`config.mk`:
```
export PLATFORM = sky130hd
export DESIGN_NAME = mem_stage_flat
export DESIGN_NICKNAME = d
export VERILOG_FILES = /design/src/rtl/mem_stage_if.sv /design/src/rtl/mem_stage.sv /design/src/flat_wrapper.sv
export SDC_FILE = /design/constraint.sdc
export NUM_CORES = 1
export LEC_CHECK = 0
export ABC_CLOCK_PERIOD_IN_PS = 2150
export BUFFER_PORTS_ARGS = -buffer_cell sky130_fd_sc_hd__clkbuf_2
export CAP_MARGIN = 20
export CORE_AREA = 2 2 124 126
export CTS_CLUSTER_SIZE = 24
export DETAILED_ROUTE_END_ITERATION = 7
export DIE_AREA = 0 0 126 128
export PLACE_DENSITY_LB_ADDON = 0.2
export REMOVE_ABC_BUFFERS = 1
export SETUP_SLACK_MARGIN = 0.05
export SLEW_MARGIN = 15
export SYNTH_ARGS = -nofsm -noshare
export SYNTH_HDL_FRONTEND = slang
export SYNTH_SLANG_ARGS = --single-unit
```
`constraint.sdc`:
```
create_clock -name clk -period 2.15 [get_ports clk]
set_clock_uncertainty 0.1 [all_clocks]
set_input_delay 0.43 -clock clk [delete_from_list [all_inputs] [get_ports clk]]
set_output_delay 0.43 -clock clk [all_outputs]
set_load 0.02 [all_outputs]
```
`src/rtl/mem_stage_if.sv`:
```
// ---------------------------------------------------------------------------
// mem_stage_if -- data-memory request bus between the M pipeline stage and
// the data memory.
//
// Handshake: the stage raises dm_req and holds dm_we/dm_addr/dm_wdata stable
// for as long as dm_req stays high; the memory completes the access by
// pulsing dm_ack for exactly one cycle, and dm_rdata is meaningful only in
// that cycle. An access completes in the cycle dm_ack is seen. dm_ack seen
// while dm_req is low carries no meaning and is ignored by the stage.
//
// Signals:
//   dm_req    stage -> mem   access request (level, held until dm_ack)
//   dm_we     stage -> mem   request is a write
//   dm_addr   stage -> mem   32-bit byte address
//   dm_wdata  stage -> mem   32-bit store data
//   dm_ack    mem -> stage   single-cycle access-complete strobe
//   dm_rdata  mem -> stage   32-bit load data, valid with dm_ack
//
// Modports:
//   master  the pipeline stage issuing accesses
//   slave   the data memory answering them
// ---------------------------------------------------------------------------
interface mem_stage_if;
    logic        dm_req;
    logic        dm_we;
    logic [31:0] dm_addr;
    logic [31:0] dm_wdata;
    logic        dm_ack;
    logic [31:0] dm_rdata;

    modport master (
        output dm_req,
        output dm_we,
        output dm_addr,
        output dm_wdata,
        input  dm_ack,
        input  dm_rdata
    );

    modport slave (
        input  dm_req,
        input  dm_we,
        input  dm_addr,
        input  dm_wdata,
        output dm_ack,
        output dm_rdata
    );
endinterface

```
`src/rtl/mem_stage.sv`:
```
// ---------------------------------------------------------------------------
// mem_stage -- M stage of a five-stage pipeline with a variable-latency data
// memory, plus the M/W pipeline register.
//
// The stage issues a load or store combinationally from the E/M register
// outputs. If the memory does not acknowledge in the same cycle the stage
// raises stallM, freezing everything upstream, and keeps requesting until
// dm_ack arrives. A wait counter bounds the stall: after TIMEOUT WAIT cycles
// without dm_ack the stage enters a sticky fault state (dm_err) that only
// rst leaves. Branch resolution (pcsrcM/pcbranchF) is also produced here.
//
// Parameters:
//   TIMEOUT  maximum WAIT cycles before a fault, 1 .. 2**CNTW-1
//   CNTW     wait-counter width in bits
//
// Ports:
//   clk, rst                 clock; synchronous active-high reset
//   rfweM, mtorfselM, dmweM  M-stage register-write, load-select, store
//   branchM, zeroM           M-stage branch and ALU-zero flags
//   aluoutM                  ALU result / memory address
//   dmdinM                   store data
//   pcbranchM                branch target
//   rtdM                     destination register number
//   dm                       data-memory bus (master side)
//   stallM                   freeze F, D, E stages and the E/M register
//   pcsrcM                   branch taken
//   pcbranchF                branch target forwarded to fetch
//   dm_err                   sticky memory-timeout fault
//   rfweW, mtorfselW         registered W-stage control bits
//   aluoutW, dmoutW          registered W-stage ALU result and load data
//   rtdW                     registered W-stage destination register
//   dbgState                 current FSM state (IDLE=0, WAIT=1, ERR=2)
//   dbgWaitCnt               current wait-counter value
// ---------------------------------------------------------------------------
module mem_stage #(
    parameter int TIMEOUT = 255,
    parameter int CNTW    = 8
) (
    input  logic            clk,
    input  logic            rst,

    input  logic            rfweM,
    input  logic            mtorfselM,
    input  logic            dmweM,
    input  logic            branchM,
    input  logic            zeroM,
    input  logic [31:0]     aluoutM,
    input  logic [31:0]     dmdinM,
    input  logic [31:0]     pcbranchM,
    input  logic [4:0]      rtdM,

    mem_stage_if.master     dm,

    output logic            stallM,
    output logic            pcsrcM,
    output logic [31:0]     pcbranchF,
    output logic            dm_err,

    output logic            rfweW,
    output logic            mtorfselW,
    output logic [31:0]     aluoutW,
    output logic [31:0]     dmoutW,
    output logic [4:0]      rtdW,

    output logic [1:0]      dbgState,
    output logic [CNTW-1:0] dbgWaitCnt
);

    typedef enum logic [1:0] {
        IDLE = 2'd0,
        WAIT = 2'd1,
        ERR  = 2'd2
    } state_t;

    // The counter holds the number of WAIT cycles already spent without
    // dm_ack. A WAIT cycle that sees the counter at TIMEOUT-1 is therefore
    // the TIMEOUT-th unanswered one and ends the access in ERR. On entry to
    // ERR the counter parks at TIMEOUT, which always fits in CNTW bits, so
    // it never wraps.
    localparam logic [CNTW-1:0] CNT_LAST = CNTW'(TIMEOUT - 1);
    localparam logic [CNTW-1:0] CNT_SAT  = CNTW'(TIMEOUT);
    localparam logic [CNTW-1:0] CNT_ONE  = CNTW'(1);

    state_t          state;
    state_t          stateNext;
    logic [CNTW-1:0] waitCnt;
    logic [CNTW-1:0] waitCntNext;

    logic            memop;
    logic            isLoad;
    logic            reqInt;
    logic            stallInt;

    // A set dmweM wins over mtorfselM: an instruction with both bits is a
    // store as far as the memory is concerned.
    assign memop  = mtorfselM | dmweM;
    assign isLoad = mtorfselM & ~dmweM;

    // -----------------------------------------------------------------------
    // FSM state register and wait counter
    // -----------------------------------------------------------------------
    always_ff @(posedge clk) begin
        if (rst) begin
            state   <= IDLE;
            waitCnt <= '0;
        end else begin
            state   <= stateNext;
            waitCnt <= waitCntNext;
        end
    end

    // -----------------------------------------------------------------------
    // FSM next-state and outputs
    // -----------------------------------------------------------------------
    always_comb begin
        stateNext   = state;
        waitCntNext = waitCnt;
        reqInt      = 1'b0;
        stallInt    = 1'b0;

        unique case (state)
            IDLE: begin
                // Request goes out in the very cycle the access is
                // presented, so a memory that answers at once costs no
                // stall at all.
                if (memop) begin
                    reqInt = 1'b1;
                    if (!dm.dm_ack) begin
                        stallInt    = 1'b1;
                        stateNext   = WAIT;
                        waitCntNext = '0;
                    end
                end
            end

            WAIT: begin
                // The M inputs are frozen by our own stall, so the request
                // stays valid without checking memop again.
                reqInt = 1'b1;
                if (dm.dm_ack) begin
                    stateNext = IDLE;
                end else begin
                    stallInt = 1'b1;
                    if (waitCnt == CNT_LAST) begin
                        stateNext   = ERR;
                        waitCntNext = CNT_SAT;
                    end else begin
                        waitCntNext = waitCnt + CNT_ONE;
                    end
                end
            end

            ERR: begin
                // Terminal until reset; the pipeline is held frozen and the
                // memory is no longer asked for anything.
                stallInt = 1'b1;
            end

            default: begin
                stateNext   = IDLE;
                waitCntNext = '0;
            end
        endcase

        // While reset is asserted nothing is requested and nothing is held.
        if (rst) begin
            reqInt   = 1'b0;
            stallInt = 1'b0;
        end
    end

    // -----------------------------------------------------------------------
    // Memory bus, control and branch outputs
    // -----------------------------------------------------------------------
    assign dm.dm_req   = reqInt;
    assign dm.dm_we    = dmweM;
    assign dm.dm_addr  = aluoutM;
    assign dm.dm_wdata = dmdinM;

    assign stallM     = stallInt;
    assign dm_err     = (state == ERR);
    assign pcsrcM     = ~rst & (state != ERR) & branchM & zeroM;
    assign pcbranchF  = pcbranchM;

    assign dbgState   = state;
    assign dbgWaitCnt = waitCnt;

    // -----------------------------------------------------------------------
    // M/W pipeline register
    // -----------------------------------------------------------------------
    // With stallM low and a memory op present, the access has necessarily
    // just been acknowledged, so dm_rdata is valid whenever a load advances.
    // A stalled cycle inserts a bubble by clearing the two control bits;
    // the data fields keep their values so nothing downstream sees garbage.
    always_ff @(posedge clk) begin
        if (rst) begin
            rfweW     <= 1'b0;
            mtorfselW <= 1'b0;
            aluoutW   <= '0;
            dmoutW    <= '0;
            rtdW      <= '0;
        end else if (!stallInt) begin
            rfweW     <= rfweM;
            mtorfselW <= mtorfselM;
            aluoutW   <= aluoutM;
            rtdW      <= rtdM;
            if (isLoad) begin
                dmoutW <= dm.dm_rdata;
            end
        end else begin
            rfweW     <= 1'b0;
            mtorfselW <= 1'b0;
        end
    end

endmodule

```
`src/flat_wrapper.sv`:
```
// flat-port wrapper written by rule: the top's interface ports become plain ports
module mem_stage_flat 
#(
    parameter int TIMEOUT = 255,
    parameter int CNTW    = 8
)
  (clk, rst, rfweM, mtorfselM, dmweM, branchM, zeroM, aluoutM, dmdinM, pcbranchM, rtdM, stallM, pcsrcM, pcbranchF, dm_err, rfweW, mtorfselW, aluoutW, dmoutW, rtdW, dbgState, dbgWaitCnt, dm_dm_req, dm_dm_we, dm_dm_addr, dm_dm_wdata, dm_dm_ack, dm_dm_rdata);
  mem_stage_if dm_i ();
  input  logic clk;
  input  logic rst;
  input  logic rfweM;
  input  logic mtorfselM;
  input  logic dmweM;
  input  logic branchM;
  input  logic zeroM;
  input  logic [31:0] aluoutM;
  input  logic [31:0] dmdinM;
  input  logic [31:0] pcbranchM;
  input  logic [4:0] rtdM;
  output logic stallM;
  output logic pcsrcM;
  output logic [31:0] pcbranchF;
  output logic dm_err;
  output logic rfweW;
  output logic mtorfselW;
  output logic [31:0] aluoutW;
  output logic [31:0] dmoutW;
  output logic [4:0] rtdW;
  output logic [1:0] dbgState;
  output logic [CNTW-1:0] dbgWaitCnt;
  output wire logic [$bits(dm_i.dm_req)-1:0] dm_dm_req;
  output wire logic [$bits(dm_i.dm_we)-1:0] dm_dm_we;
  output wire logic [$bits(dm_i.dm_addr)-1:0] dm_dm_addr;
  output wire logic [$bits(dm_i.dm_wdata)-1:0] dm_dm_wdata;
  input wire logic [$bits(dm_i.dm_ack)-1:0] dm_dm_ack;
  input wire logic [$bits(dm_i.dm_rdata)-1:0] dm_dm_rdata;
  assign dm_dm_req = dm_i.dm_req;
  assign dm_dm_we = dm_i.dm_we;
  assign dm_dm_addr = dm_i.dm_addr;
  assign dm_dm_wdata = dm_i.dm_wdata;
  assign dm_i.dm_ack = dm_dm_ack;
  assign dm_i.dm_rdata = dm_dm_rdata;
  mem_stage #(.TIMEOUT(TIMEOUT), .CNTW(CNTW)) u_core (.clk(clk), .rst(rst), .rfweM(rfweM), .mtorfselM(mtorfselM), .dmweM(dmweM), .branchM(branchM), .zeroM(zeroM), .aluoutM(aluoutM), .dmdinM(dmdinM), .pcbranchM(pcbranchM), .rtdM(rtdM), .dm(dm_i), .stallM(stallM), .pcsrcM(pcsrcM), .pcbranchF(pcbranchF), .dm_err(dm_err), .rfweW(rfweW), .mtorfselW(mtorfselW), .aluoutW(aluoutW), .dmoutW(dmoutW), .rtdW(rtdW), .dbgState(dbgState), .dbgWaitCnt(dbgWaitCnt));
endmodule
```
* Word level (Yosys, flattened, before mapping)
Index checks and enable logic that the tools add are counted. W data, S select, Z words.
Word-level totals: register bits 81, output and inout bits 182, word-level logic and storage cells 47, input bits 141
Cells by class: muxes and demuxes 17, bitwise operators 9, $add $sub $neg 1, reductions and logical operators 5, equal/unequal tests 8
Operators with widths (number):
- $mux W8 | 4
- $pmux W8 S3 | 1
- $add A8 B1 Y8 const B | 1
- $eq A8 B8 Y1 const B | 1
- $mux W2 | 4
- $reduce_and A4 Y1 | 2
- $ne A2 B2 Y1 const B | 3
- $pmux W2 S3 | 1
- $mux W1 | 5
- $and A1 B1 Y1 | 4
- $not A1 Y1 | 4
- $ne A3 B2 Y1 const B | 1
- $pmux W1 S3 | 1
- $eq A2 B1 Y1 const B | 1
- $eq A2 B2 Y1 const B | 1
- $logic_not A2 Y1 | 1
- $ne A2 B1 Y1 const B | 1
- $pmux W1 S2 | 1
- $reduce_and A2 Y1 | 1
- $reduce_or A2 Y1 | 1
- $or A1 B1 Y1 | 1

* Depth between registers and ports, before layout
Gate-level depths: netlist of run 1.
word-level depth 6, mapped depth 6, gate-level depth less buffers 5

* Least setup slack after synthesis of run 1
OpenSTA, ideal clock, no wires.
path kind register to output, start point register u_core.state[1], in the netlist u_core.dbgState[1], end point output stallM, required time 1.620 ns, arrival time 1.513 ns, buffers on the path 1, stages on the path, launching flop included 5, setup slack 0.107 ns, cell sequence dfxtp_1 -> nor4_2 -> or3_4 -> buf_2 -> nor2_1
On the way: cells in the longest elaborated chain, start to end 3, elaborated cells between the ends (all ways) 5, those cells by class eq/ne (2); mux (2); reduce/logical (1)
RTL lines:
- start, declared | RTL line mem_stage.sv:84 | state_t state;
- start signal, assigned | RTL line mem_stage.sv:107 | state <= stateNext;
- $eq A2 B2 Y1, or another cell as far along | RTL line mem_stage.sv:121 | unique case (state)
- $pmux W1 S3 (*) | RTL line mem_stage.sv:121
- $mux W1 (*) | RTL line mem_stage.sv:166 | if (rst) begin
- end, declared | RTL line flat_wrapper.sv:20 | output logic stallM;
Every way passes the cells marked *; elsewhere a longest branch is shown, timed or not.

* Final worst setup path of run 1
start point register u_core.state[0], in the netlist u_core.dbgState[0], end point output stallM
Same word-level chain as after synthesis.

==> metrics.yaml, run 1 <==
layout:
  mostFrequentLayoutCells: "clkbuf_2, nand2_1, dfxtp_1, a21oi_1"
  final_common_cell: "clkbuf_2"
  fin_nets: 716
  drive_above_1_share_pct: 47.1
  fin_util_pct: 31.8
  fillers: 1656
  register_area_um2: 1630
  layout.cells.non_filler: 766
  final_area_um2: 4730
  multi_input_area_um2: 1460
  diodes: 0
  syn_to_final_growth_pct: 19.7
pwr:
  power.density_nw_per_um2: 795
  comb_power_share_pct: 15.2
  internal-power_mw: 2.69
  clockPowerShare_pct: 42.0
  seqPwrFrac_pct: 42.8
  vdd_drop_max_mv: 0.418
  swShare_pct: 28.4
  p_sw_mw: 1.07
  power_mw: 3.76
  leakagePower_nw: 2.15
placed_design:
  dp_slack_ns: 0.172
  post_dp_cell_area_um2: 4370
  gp_congestion: 0.748
  portBuffers: 194
  place_inst: 747
  hpwl_um: 9870
detailed_routing:
  first_iter_violations: 166
  ant_nets: 0
  num_vias: 3397
  drtPass1Iterations: 4
  vias_per_cell: 4.43
  drcViolationCount: 0
  wire_per_inst_um: 16.9
  drt_wl_total_um: 12900
yosys:
  synth.avg_cell_area_um2: 8.28
  ys_warn_count: 0
  synth_seq_cells: 81
  ys_types: 39
  syn_inst: 477
  syn_area_um2: 3950
  ys_seq_area_share_pct: 41.0
die:
  die-area_um2: 16100
  rows: 45
  core_area_um2: 14900
  io_pins: 323
  start_util_pct: 26.6
  die_h_um: 128
  die_w_um: 126
worst_setup_path:
  cp_data_arrival_time_ns: 1.52
  ff2ff_path_depth: 6
  rrSetupSlack_ns: 0.45
  cp.required_ns: 1.62
  cp-end-kind: "output pin"
  crit_chain: "and2_4 > or3_4 > nor2_4 > clkbuf_8"
  slowest_delay_ns: 0.39
  critPathKind: "reg2out"
  critPathLaunchType: "register"
  r2r_end: "u_core.aluoutW[13]"
  crit_fanout: 4
  r2r_start: "u_core.dbgState[1]"
  crit_end: "stallM"
  crit_slowest_cell: "or3_4"
  cp-startpoint: "u_core.dbgState[0]"
global_routing:
  grt_max_degree: 47
  grt_antenna_before_repair: 0
  grt_pass1_vias: 3220
  grt_pass1_wl_um: 18800
  grtUsageTotal_pct: 15.5
  overflow: 0
sta:
  timing.final.crit_share_pct: 95.2
  timing.final.ws_setup_ns: 0.104
  timing.hold.ws_ns: 0.206
  setup_tns_ns: 0
  fin_crit_ns: 2.05
  tightest_slew_ns: 0.530
  drv_slew: 0
  max_freq_mhz: 489
  finalSetupViolCount: 0
  hold_viol: 0
  max_slew_margin_pct: 64.7
  rsz0062_at_grt: "false"
clock_network:
  cts_tree: "built"
  cts_hold_buffers: 0
  cts_sinks: 81
  cts_root_buf: "clkbuf_16"
  clkTransAtPathRegs_ns: 0.06
  clockBufferDepth: 2
  cts_buffers: 9
  clock_latency_ns: 0.34
  cts_max_level: 3
min_path:
  hold_class: "in2reg"
run_status:
  status: "finished clean"
run:
  cap_violations: 0
==> power by group through the flow <==
stage	combinational, mW	sequential [mW]	clock, mW
floorplan	0.160	1.73	0
global placement	0.572	1.64	0
detailed placement	0.574	1.65	0
CTS	0.585	1.61	1.65
global route	0.627	1.62	1.71
finish	0.573	1.61	1.58
==> logic make-up after synthesis <==
group,synth area share (%)
flip-flops,41.0
AND/OR/NAND/NOR,20.6
buffers and inverters,22.5
adder cells (fa/ha/maj),0.633
AO/OA/AOI/OAI,15.2
==> worst max-delay path: cells and delay by family, from the launching register on <==
family | cells | cell delay, ns
flip-flops | 1 | 0.36
AND/OR/NAND/NOR | 3 | 0.67
buffers and inverters | 1 | 0.15
==> metal layers <==
metal	global-route usage, %	vias up	share of wire, %
met5	7.74	-	1.4
met1	18.4	1481	42
met2	19.7	234	39
met3	12.6	17	17
li1	-	1659	-
met4	5.37	6	1.4
==> state kept, by name, indices dropped and copies added, names as in the netlist <==
signal,flops
u_core.aluoutW,32
u_core.dbgState,2
u_core.dbgWaitCnt,8
u_core.dmoutW,32
u_core.mtorfselW,1
u_core.rfweW,1
u_core.rtdW,5
==> synthesized netlist by cell type (all sizes together) <==
cell / number / area, um2
a21oi: 74 / 445
nor3b: 3 / 22.5
o21ai: 8 / 40.0
nand2: 140 / 576
nor4: 1 / 12.5
nand4: 2 / 12.5
buf: 111 / 848
or3b: 1 / 8.76
and4: 2 / 17.5
o311a: 1 / 10.0
nor2b: 3 / 21.3
nand3: 3 / 15.0
or3: 2 / 17.5
inv: 2 / 7.51
o31ai: 3 / 22.5
nand2b: 2 / 12.5
clkbuf: 9 / 33.8
ha: 2 / 25.0
o21ba: 1 / 10.0
o2bb2ai: 1 / 8.76
and3: 1 / 6.26
o311ai: 1 / 26.3
dfxtp: 81 / 1620
and2: 3 / 21.3
o22ai: 2 / 12.5
nor2: 10 / 40.0
nor3: 5 / 30.0
a22o: 3 / 26.3
==> timing repair <==
item                       CTS  global route
pin swaps                    1             1
gates resized for setup      9             0
setup endpoints to repair    1             1
cloned                       0             0
buffers inserted             2             1
==> cell type report <==
| cell class | instances | area share (%) |
|---|---|---|
| Tap cell | 188 | 4.97 |
| Sequential cell | 81 | 34.5 |
| Multi-Input combinational cell | 274 | 30.9 |
| Timing Repair Buffer | 205 | 23.0 |
| Inverter | 2 | 0.159 |
| Clock inverter | 7 | 1.67 |
| Clock buffer | 9 | 4.76 |
==> worst min-delay path by stage <==
stage	from	endpoint	slack (ns)	cells past startpoint
after floorplan	rst	u_core.aluoutW[0]	0.39	1
after global routing	dm_dm_rdata[15]	u_core.dmoutW[15]	0.20	3
after CTS	dm_dm_rdata[15]	u_core.dmoutW[15]	0.19	3
after detailed placement	u_core.aluoutW[7]	u_core.aluoutW[7]	0.34	2
after global placement	u_core.aluoutW[13]	u_core.aluoutW[13]	0.34	2
final	dm_dm_rdata[11]	u_core.dmoutW[11]	0.21	3
Power figures use the tool's default switching activity.
==> run 2, diff against run 1 <==
--- a/config.mk
+++ b/config.mk
@@ -5,7 +5,7 @@
 export SDC_FILE = /design/constraint.sdc
 export NUM_CORES = 1
 export LEC_CHECK = 0
-export ABC_CLOCK_PERIOD_IN_PS = 2150
+export ABC_CLOCK_PERIOD_IN_PS = 2250
 export BUFFER_PORTS_ARGS = -buffer_cell sky130_fd_sc_hd__clkbuf_2
 export CAP_MARGIN = 20
 export CORE_AREA = 2 2 124 126
==> constraint.sdc (replaced) <==
create_clock -name clk -period 2.25 [get_ports clk]
set_clock_uncertainty 0.1 [all_clocks]
set_input_delay 0.45 -clock clk [delete_from_list [all_inputs] [get_ports clk]]
set_output_delay 0.45 -clock clk [all_outputs]
set_load 0.02 [all_outputs]
==> metrics.yaml, run 2 (synthesis gave the netlist of run 1 again) <==
run_status:
  status: "finished clean"
global_routing:
  overflow: 0  # unchanged
  grt_antenna_before_repair: 0  # unchanged
  grt_pass1_vias: 3218  # -0.062%
  grt_max_degree: 42  # -11%
  grt_pass1_wl_um: 18900  # +0.55%
  grtUsageTotal_pct: 15.5  # +0.069 points
die:
  die-area_um2: 16100  # unchanged
  die_w_um: 126  # unchanged
  rows: 45  # unchanged
  io_pins: 323  # unchanged
  start_util_pct: 26.6  # unchanged
  die_h_um: 128  # unchanged
  core_area_um2: 14900  # unchanged
placed_design:
  portBuffers: 194  # unchanged
  place_inst: 746  # -0.13%
  gp_congestion: 0.777  # +3.9%
  hpwl_um: 9840  # -0.37%
  dp_slack_ns: 0.262  # +0.0901 ns
detailed_routing:
  ant_nets: 0  # unchanged
  wire_per_inst_um: 16.8  # -0.73%
  vias_per_cell: 4.49  # +1.2%
  drt_wl_total_um: 12800  # -1.4%
  drcViolationCount: 0  # unchanged
  drtPass1Iterations: 4  # unchanged
  num_vias: 3415  # +0.53%
  first_iter_violations: 117  # -30%
layout:
  final_common_cell: "clkbuf_2"
  layout.cells.non_filler: 761  # -0.65%
  fin_util_pct: 31.2  # -0.56 points
  syn_to_final_growth_pct: 17.5
  drive_above_1_share_pct: 46.4  # -0.64 points
  fin_nets: 712  # -0.56%
  diodes: 0  # unchanged
  mostFrequentLayoutCells: "clkbuf_2, nand2_1, dfxtp_1, a21oi_1"
clock_network:
  cts_max_level: 3  # unchanged
  cts_buffers: 9  # unchanged
  clkTransAtPathRegs_ns: 0.06  # about the same
  cts_tree: "built"
  cts_sinks: 81  # unchanged
  clock_latency_ns: 0.33  # about the same
  cts_setup_buffers: 0  # -2
  clockBufferDepth: 2  # unchanged
  cts_root_buf: "clkbuf_16"
  cts_hold_buffers: 0  # unchanged
min_path:
  hold_class: "in2reg"
  hold_depth: 3  # unchanged
pwr:
  leakagePower_nw: 2.12  # -1.7%
  power.density_nw_per_um2: 741  # -6.9%
  vdd_drop_max_mv: 0.302  # -28%
sta:
  drv_slew: 0  # unchanged
  max_slew_margin_pct: 52.7  # -12 points
  finalSetupViolCount: 0  # unchanged
  rsz0062_at_grt: "false"
  timing.final.crit_share_pct: 94.5
  max_freq_mhz: 470
  fin_crit_ns: 2.13
  timing.final.ws_setup_ns: 0.124  # +0.0201 ns
  setup_tns_ns: 0  # unchanged
  hold_viol: 0  # unchanged
  tightest_slew_ns: 0.707  # +0.178 ns
worst_setup_path:
  worstSetupPathDepth: 4  # unchanged
  cp-end-kind: "output pin"
  cp_top_family: "simple AND/OR/NAND/NOR gates"
  rrSetupSlack_ns: 0.57  # +0.12 ns
  crit_chain: "and2_4 > or3_4 > nor2_1 > buf_2"
  crit_slowest_cell: "or3_4"
  critPathKind: "reg2out"
  ff2ff_path_depth: 4  # -2
  cp_num_buf_inv: 1  # unchanged
  cp.required_ns: 1.70  # +0.08 ns
  crit_fanout: 8  # +4
  slowest_delay_ns: 0.40  # about the same
  critPathLaunchType: "register"
  cp_data_arrival_time_ns: 1.58  # +0.06 ns
run:
  cap_violations: 0  # unchanged
run 2: cell count changes in the layout (fill, tap and decap cells not counted), sizes merged:
| cell | delta |
|---|---|
| buf | -3 |
| bufinv | -1 |
| inv | -1 |
run 2: worst paths after layout:
kind / from / to
setup / recovery: u_core.dbgState[0] / stallM
hold / removal: dm_dm_rdata[28] / u_core.dmoutW[28]
setup reg to reg: u_core.dbgState[0] / u_core.dbgWaitCnt[6]
hold reg to reg: u_core.aluoutW[13] / u_core.aluoutW[13]
run 2: repair_timing:
| action | 4_1_cts | 5_1_grt |
|---|---|---|
| setup endpoints to repair | 1 | 1 |
| gates resized for setup | 2 | 2 |
| gates cloned | 0 | 0 |
run 2: worst register-to-register path, stage by stage (launching register included):
cell,delay (ns)
dfxtp_2,0.41
nor3b_1,0.62
nand2b_1,0.15
o22ai_1,0.21
a22o_1,0.14
run 2: stage by stage:
step / cell area [um2] / hold WS [ns] / total power [mW]
floorplan: 3070 / 0.412 / 1.81
global placement: 4360 / 0.340 / 2.11
detailed placement: 4360 / 0.346 / 2.12
CTS: 4640 / 0.209 / 3.52
global route: 4640 / 0.220 / 3.63
finish: 4640 / 0.231 / 3.44
run 2: report_power, final:
group	switching, mW	internal (mW)
Combinational	0.343	0.195
Clock	0.592	0.769
Sequential	0.0366	1.50
Total	0.972	2.47
run 2: layout make-up:
type / instances / area (um2)
sequential: 81 / 1620
clock inverter: 5 / 32.5
clock buffer: 10 / 239
inverter: 2 / 7.51
tap: 188 / 235
multi-input combinational: 274 / 1460
timing repair buffer: 201 / 1050
fill: 1658 / 10200
run 2: layer usage:
layer	global-route usage, %	wire length, um
met2	19.6	4890
met3	14.2	2450
met5	7.74	180
met4	4.20	145
met1	18.2	5100
